==> config.mk <==
export PLATFORM = sky130hd
export DESIGN_NAME = imm_decode_ctrl
export DESIGN_NICKNAME = d
export VERILOG_FILES = /design/src/rtl/imm_decode_ctrl.sv
export SDC_FILE = /design/constraint.sdc
export NUM_CORES = 1
export LEC_CHECK = 0
export ABC_CLOCK_PERIOD_IN_PS = 3300
export CAP_MARGIN = 20
export CORE_MARGIN = 2
export CORE_UTILIZATION = 51
export DETAILED_ROUTE_END_ITERATION = 6
export PLACE_DENSITY = 0.86
export SKIP_CTS_REPAIR_TIMING = 1
export SLEW_MARGIN = 20
export SYNTH_ARGS = -nofsm -noshare
export SYNTH_HDL_FRONTEND = slang
export SYNTH_SLANG_ARGS = --single-unit
==> constraint.sdc <==
create_clock -name clk -period 3.3 [get_ports clk]
set_input_delay 0.99 -clock clk [delete_from_list [all_inputs] [get_ports clk]]
set_output_delay 0.99 -clock clk [all_outputs]
set_load 0.02 [all_outputs]
==> src/rtl/imm_decode_ctrl.sv <==
// Registered opcode decode in a two-entry skid buffer: 1-cycle accept->out_valid, registered in_ready drops only when both entries are full.
// IMM_ILLEGAL_TRAP_EN: illegal opcodes are dropped at accept and raise a one-cycle illegal_trap instead of being buffered.
module imm_decode_ctrl #(
    parameter int IWIDTH = 32,
    parameter int DWIDTH = 32
) (
    input  logic              clk,
    input  logic              rst,
    input  logic              in_valid,
    output logic              in_ready,
    input  logic [IWIDTH-1:0] in_inst,
    input  logic              flush,
    output logic              out_valid,
    input  logic              out_ready,
    output logic [IWIDTH-8:0] out_inst,
    output logic [2:0]        out_immsel,
    output logic              out_imm_used,
    output logic              out_illegal,
    output logic              illegal_trap,
    output logic [15:0]       stall_cnt
);

    if (DWIDTH != IWIDTH) begin : g_width_check
        $error("imm_decode_ctrl: DWIDTH must equal IWIDTH");
    end

    typedef struct packed {
        logic [IWIDTH-8:0] inst;
        logic [2:0]        sel;
        logic              used;
        logic              ill;
    } ent_t;

    typedef enum logic [1:0] {S_EMPTY, S_ONE, S_TWO} state_t;

    state_t      state_q, state_d;
    ent_t        main_q, main_d, skid_q, skid_d, dec;
    logic        in_ready_q, trap_q, trap_d;
    logic [15:0] stall_q, stall_d;
    logic        acc, fire, drop;
    logic        load_main, load_skid, shift;

    always_comb begin
        dec      = '0;
        dec.inst = in_inst[IWIDTH-1:7];
        dec.used = 1'b1;
        case (in_inst[6:0])
            7'b0000011, 7'b0010011, 7'b1100111,
            7'b0001111, 7'b1110011:             dec.sel = 3'b000;
            7'b0100011:                         dec.sel = 3'b001;
            7'b1100011:                         dec.sel = 3'b010;
            7'b0110111, 7'b0010111:             dec.sel = 3'b011;
            7'b1101111:                         dec.sel = 3'b100;
            7'b0110011: begin
                dec.sel  = 3'b000;
                dec.used = 1'b0;
            end
            default: begin
                dec.sel  = 3'b111;
                dec.used = 1'b0;
                dec.ill  = 1'b1;
            end
        endcase
    end

`ifdef IMM_ILLEGAL_TRAP_EN
    assign drop   = dec.ill;
    assign trap_d = in_valid & in_ready_q & dec.ill & ~flush;
`else
    assign drop   = 1'b0;
    assign trap_d = 1'b0;
`endif

    // An illegal instruction under trap mode is consumed but never buffered.
    assign acc     = in_valid & in_ready_q & ~drop;
    assign fire    = (state_q != S_EMPTY) & out_ready;
    assign stall_d = ((state_q != S_EMPTY) && !out_ready && stall_q != 16'hFFFF)
                     ? stall_q + 16'd1 : stall_q;

    always_ff @(posedge clk or posedge rst) begin
        if (rst) begin
            state_q    <= S_EMPTY;
            in_ready_q <= 1'b0;
            trap_q     <= 1'b0;
            stall_q    <= '0;
            main_q     <= '0;
            skid_q     <= '0;
        end else begin
            state_q    <= state_d;
            in_ready_q <= (state_d != S_TWO);
            trap_q     <= trap_d;
            stall_q    <= stall_d;
            main_q     <= main_d;
            skid_q     <= skid_d;
        end
    end

    always_comb begin
        state_d   = state_q;
        load_main = 1'b0;
        load_skid = 1'b0;
        shift     = 1'b0;
        if (flush) begin
            state_d = S_EMPTY;
        end else begin
            case (state_q)
                S_EMPTY: if (acc) begin
                    load_main = 1'b1;
                    state_d   = S_ONE;
                end
                S_ONE: begin
                    if (acc && fire) begin
                        load_main = 1'b1;
                    end else if (acc) begin
                        load_skid = 1'b1;
                        state_d   = S_TWO;
                    end else if (fire) begin
                        state_d   = S_EMPTY;
                    end
                end
                S_TWO: if (fire) begin
                    shift   = 1'b1;
                    state_d = S_ONE;
                end
                default: state_d = S_EMPTY;
            endcase
        end
        main_d = main_q;
        skid_d = skid_q;
        if (load_main)  main_d = dec;
        else if (shift) main_d = skid_q;
        if (load_skid)  skid_d = dec;
    end

    // Stale main contents are masked so EMPTY always presents zeros.
    always_comb begin
        out_valid    = (state_q != S_EMPTY);
        in_ready     = in_ready_q;
        out_inst     = out_valid ? main_q.inst : '0;
        out_immsel   = out_valid ? main_q.sel  : 3'b000;
        out_imm_used = out_valid & main_q.used;
`ifdef IMM_ILLEGAL_TRAP_EN
        out_illegal  = 1'b0;
`else
        out_illegal  = out_valid & main_q.ill;
`endif
        illegal_trap = trap_q;
        stall_cnt    = stall_q;
    end

endmodule

Word-level counts from Yosys, hierarchy flattened:

Cells that the tools add are included.

* flip-flop bits (word level): 79
* output and inout port bits: 49

* $add $sub $neg: 1
* equality and inequality tests: 15
* mux-type cells: 24
* bitwise logic cells: 4
* reductions and logical operators: 11

Operators with widths (count)
* $mux 30: 2
* $eq 7x7->1 const B: 4
* $mux 25: 1
* $eq 7x6->1 const B: 3
* $add 16x1->16 const B: 1
* $ne 16x16->1 const B: 1
* $pmux 3 s5: 1
* $eq 7x5->1 const B: 2
* $mux 2: 6
* $mux 1: 11
* $reduce_or 11->1: 1
* $reduce_or 10->1: 1
* $eq 7x2->1 const B: 1
* $eq 7x4->1 const B: 1
* $pmux 2 s3: 1
* $reduce_or 6->1: 1
* $and 1x1->1: 4
* $reduce_bool 2->1: 2
* $logic_and 1x1->1: 3
* $mux 3: 1
* $eq 2x1->1 const B: 1
* $eq 2x2->1 const B: 1
* $logic_not 2->1: 1
* $ne 2x2->1 const B: 1
* other kinds (3): 3

Depth between registers and ports, before layout:

* depth after elaboration: 8
* depth in mapped cells: 6
* depth with buffers taken out: 5

Worst setup path before layout:

Ideal clock, no wire load.

* path type: input to register
* start: input port in_inst[5]
* end: register skid_q[3] (netlist bit)
* library setup time: 0.136 ns
* arrival: 2.018 ns
* data required time: 3.164 ns
* slack: 1.146 ns
* stages: 5
* buffers on the path: 1
* cells stage by stage: clkbuf_1 -> or3b_2 -> a21o_1 -> a21oi_1 -> o21ai_0

* cells in the longest elaborated chain, start to end: 3
* elaborated cells on any way between the ends: 14
* classes of those cells: 11 x eq/ne; 1 x mux; 2 x reduce/logical

Ends and longest elaborated chain
* from (decl): line 11 `input logic [IWIDTH-1:0] in_inst,`
* $eq 7x6->1, or another cell as far along: line 47 `case (in_inst[6:0])`
* $reduce_or 6->1 (no source line) or $reduce_or 2->1 (tied branches)
* $pmux 3 s5 *: line 47
* to (signal assigned): line 94 `skid_q <= skid_d;`
* to (decl): line 37 `ent_t main_q, main_d, skid_q, skid_d, dec;`

Mark *: on every way between the ends. The rest lies on a longest branch, timed or not.
A chain may end at the register's enable or synchronous reset.

Worst setup path in the final report:

* start: register state_q[1]
* end: output port out_inst[23]

* cells in the longest elaborated chain, start to end: 2

Ends and longest elaborated chain
* from (decl): line 36 `state_t state_q, state_d;`
* from (signal assigned): line 89 `state_q <= state_d;`
* $reduce_bool 2->1: line 137 `out_valid = (state_q != S_EMPTY);`
* $mux 25: line 139 `out_inst = out_valid ? main_q.inst : '0;`
* to (decl): line 15 `output logic [IWIDTH-8:0] out_inst,`

Every way passes these cells.

==> reports/results.tsv <==
metric	value	unit
ANT cells	0	
standby leakage power	2.32	nW
post-route DRC violation count	0	
Num Clock Sinks	79	
first-pass iteration count of the detailed router	4	
switching power as a share of total power	0.310	
ys flop type	sky130_fd_sc_hd__dfrtp_1	
Worst Setup Start Kind	flop	
leftover overflow at the end of global routing	0	
placement row count	31	
insertion delay of the later-clocked pin in the worst-skew pair	0.34	ns
maximum clock frequency	0.335	GHz
leading cell types by total area after synthesis	sky130_fd_sc_hd__dfrtp_1 (51%), sky130_fd_sc_hd__nand2_1 (8.5%), sky130_fd_sc_hd__nor2b_1 (6.2%)	
Worst setup EP type	output pin	
layout filler cell count	598	
clock-pin slew of the registers on the worst-case setup and hold paths	0.08	ns
share of flip-flops with an asynchronous set or reset	1.00	
area used by multi-input combinational logic	1750	um^2
RD Place Congestion	0.733	
via count	3021	
number of global-route vias before repair	3121	
horizontal die dimension	91.0	um
max-cap check violation count	0	
net switching power	0.000780	W
data arrival time of the worst path	2.00	ns
ANT nets after route	0	
cell count of the worst reg-to-reg path	5	
depth of the worst hold-timing path	1	
Vert. Die Dim	91.0	um
HPWL after detailed placement	5.87	mm
internal cell power	0.00174	W
relative contribution of the clock network to total power	0.244	
Peak VDD IR	357	uV
routed len/inst	15.0	um
PnR Total Power	0.00252	W
Critical Path Slowest Stage Cell	sky130_fd_sc_hd__clkdlybuf4s50_1	
final setup violation count	0	
Syn Inst Count	383	
placeable core region	7290	um^2
CP cell instances	nor2_2 > buf_4 > nor2b_1 > clkdlybuf4s50_1	
Crit Path Max Fanout	31	
number of distinct library cells after synthesis	55	
critical path type	reg -> out	
share of the cycle needed by the critical path after routing	0.905	
run status	complete, no violations	
number of port buffers	84	
CP delay by family, top	buffers and inverters	
portion of synthesized cell area occupied by the leading cell type	0.512	
Max-Slew Margin vs Limit	0.551	
Final Hold Viols	0	
setup TNS after final layout	0	ns
unrepaired setup endpoints after global routing	no	
first-pass GRT wire length	14.3	mm
total detailed-routing wirelength	8.47	mm
number of clock buffers inserted by TritonCTS	9	
post-route non-filler standard cell count	565	
global routing usage summed across all routing layers	0.211	
sequential cell fraction of total power	0.514	
Die ar.	8280	um^2
Max Buffers Root-to-Sink	2	
syn avg cell area	10.1	um^2
summed instance area of the synthesized netlist	3860	um^2
Least-Margin Pin Slew	0.672	ns
WP data required	2.31	ns
number of flops mapped to enable cells by yosys	0	
post-synthesis net count	421	
total stage count of the critical path	4	
final count of pins violating max slew	0	
total area of sequential cells	1980	um^2
largest incremental delay on the critical path	0.65	ns
Worst Hold Slack	0.470	ns
Worst Clk Skew	0.0109	ns
H-tree levels	3	
YS warnings	0	
share of post-route cells with drive strength above 1	0.0880	
placed instance count	550	
count of buffer and inverter cells on the critical path	2	
largest net degree at the start of global routing	51	
HP Class	reg -> reg	
minimum period implied by the final worst setup slack	2.99	ns
cell chosen for the clock root	sky130_fd_sc_hd__clkbuf_8	
Top Ports	86	
proportion of power drawn by combinational gates	0.242	
net total in the final layout	500	
iteration-0 DRC count of the detailed router	198	
Layout Area Growth over Synthesis	27.9	%
Pwr Density	510	nW/um^2
number of antenna violations at the first check in global routing	0	
fraction of the yosys area taken by sequential cells	0.512	
starting utilization of the core area	0.529	
flops & latches, synth	79	
average via count per standard cell	5.35	
clock tree from TritonCTS	done	
Yosys top cell by area	sky130_fd_sc_hd__dfrtp_1	
[logic make-up after synthesis]
group,synth area share
buf+inv,0.0373
simple gates,0.233
flops,0.512
fa+ha+maj,0.00324
other cells,0.000972
compound gates,0.176
mux,0.00551
xor+xnor,0.0318
[registers in the layout, summed over array words and instances, names as in the netlist]
signal     flops
in_ready       1
state_q        2
main_q        30
skid_q        30
stall_cnt     16
[worst reg2reg max path, cell delays in order (launching register included)]
cell	delay, ns
sky130_fd_sc_hd__dfrtp_1	0.45
sky130_fd_sc_hd__ha_1	0.21
sky130_fd_sc_hd__nand3_1	0.17
sky130_fd_sc_hd__nor3_4	0.47
sky130_fd_sc_hd__a21oi_2	0.14
sky130_fd_sc_hd__mux2_1	0.33
[worst paths after layout]
path                              start            end  slack (ns)
max in group asynchronous           rst     skid_q[12]        1.68
min in group asynchronous           rst  stall_cnt[11]        0.99
setup reg to reg           stall_cnt[0]   stall_cnt[1]        1.43
hold / removal               main_q[27]     main_q[27]        0.47
setup / recovery             state_q[1]   out_inst[23]        0.31
hold reg to reg              main_q[27]     main_q[27]        0.47
[routing by layer]
layer | track usage | vias to the layer above | routed length (um)
met5 | 0 | - | 0
met4 | 0.0758 | 0 | 95
met3 | 0.0365 | 9 | 417
met2 | 0.365 | 86 | 4230
met1 | 0.268 | 1457 | 3730
li1 | - | 1469 | -
[Yosys cell counts, drive strengths merged, types with 2 or more instances]
library cell	number
nand2	87
dfrtp	79
nor2b	38
a21o	27
a22o	25
buf	13
xor2	13
nor2	11
a211oi	10
clkbuf	9
a21oi	8
inv	7
nand3	6
a31oi	5
nor4	4
o21ai	4
or2	4
o31ai	3
and2	2
and3	2
nand2b	2
nand4	2
nor3	2
nor4b	2
or3b	2
[stage by stage]
stage	utilization	instance area, um^2	worst slack [ns]
floorplan	-	3860	0.287
global placement	0.654	4770	0.391
detailed placement	0.654	4770	0.317
CTS	0.676	4930	0.315
global route	0.677	4930	0.198
finish	0.677	4930	0.315
[power by group through the flow]
stage	Sequential, W	Clock, W	Combinational [W]
after floorplan	0.00132	0	0.000333
after global placement	0.00130	0	0.000590
after detailed placement	0.00131	0	0.000616
after CTS	0.00129	0.000629	0.000618
after global routing	0.00132	0.000673	0.000671
final	0.00129	0.000614	0.000609
[layout make-up]
type                       count  share of cell area
clock buffer                  10              0.0259
clock inverter                 5             0.00685
inverter                       7             0.00558
multi-input combinational    275               0.354
sequential                    79               0.401
tap                           99              0.0251
timing repair buffer          90               0.182
[layout by cell type, fill, tap and decap left out, types with 5 or more instances in the layout]
cell                              count
sky130_fd_sc_hd__inv_1                5
sky130_fd_sc_hd__dfrtp_1             79
sky130_fd_sc_hd__nor2_1               9
sky130_fd_sc_hd__a21o_1              27
sky130_fd_sc_hd__xor2_1              13
sky130_fd_sc_hd__buf_4                5
sky130_fd_sc_hd__a31oi_1              5
sky130_fd_sc_hd__a21oi_1              7
sky130_fd_sc_hd__a22o_1              25
sky130_fd_sc_hd__clkdlybuf4s50_1     84
sky130_fd_sc_hd__nand3_1              5
sky130_fd_sc_hd__clkbuf_8             9
sky130_fd_sc_hd__nor2b_1             38
sky130_fd_sc_hd__a211oi_1             8
sky130_fd_sc_hd__nand2_1             87
(Power assumes the default switching activity.)
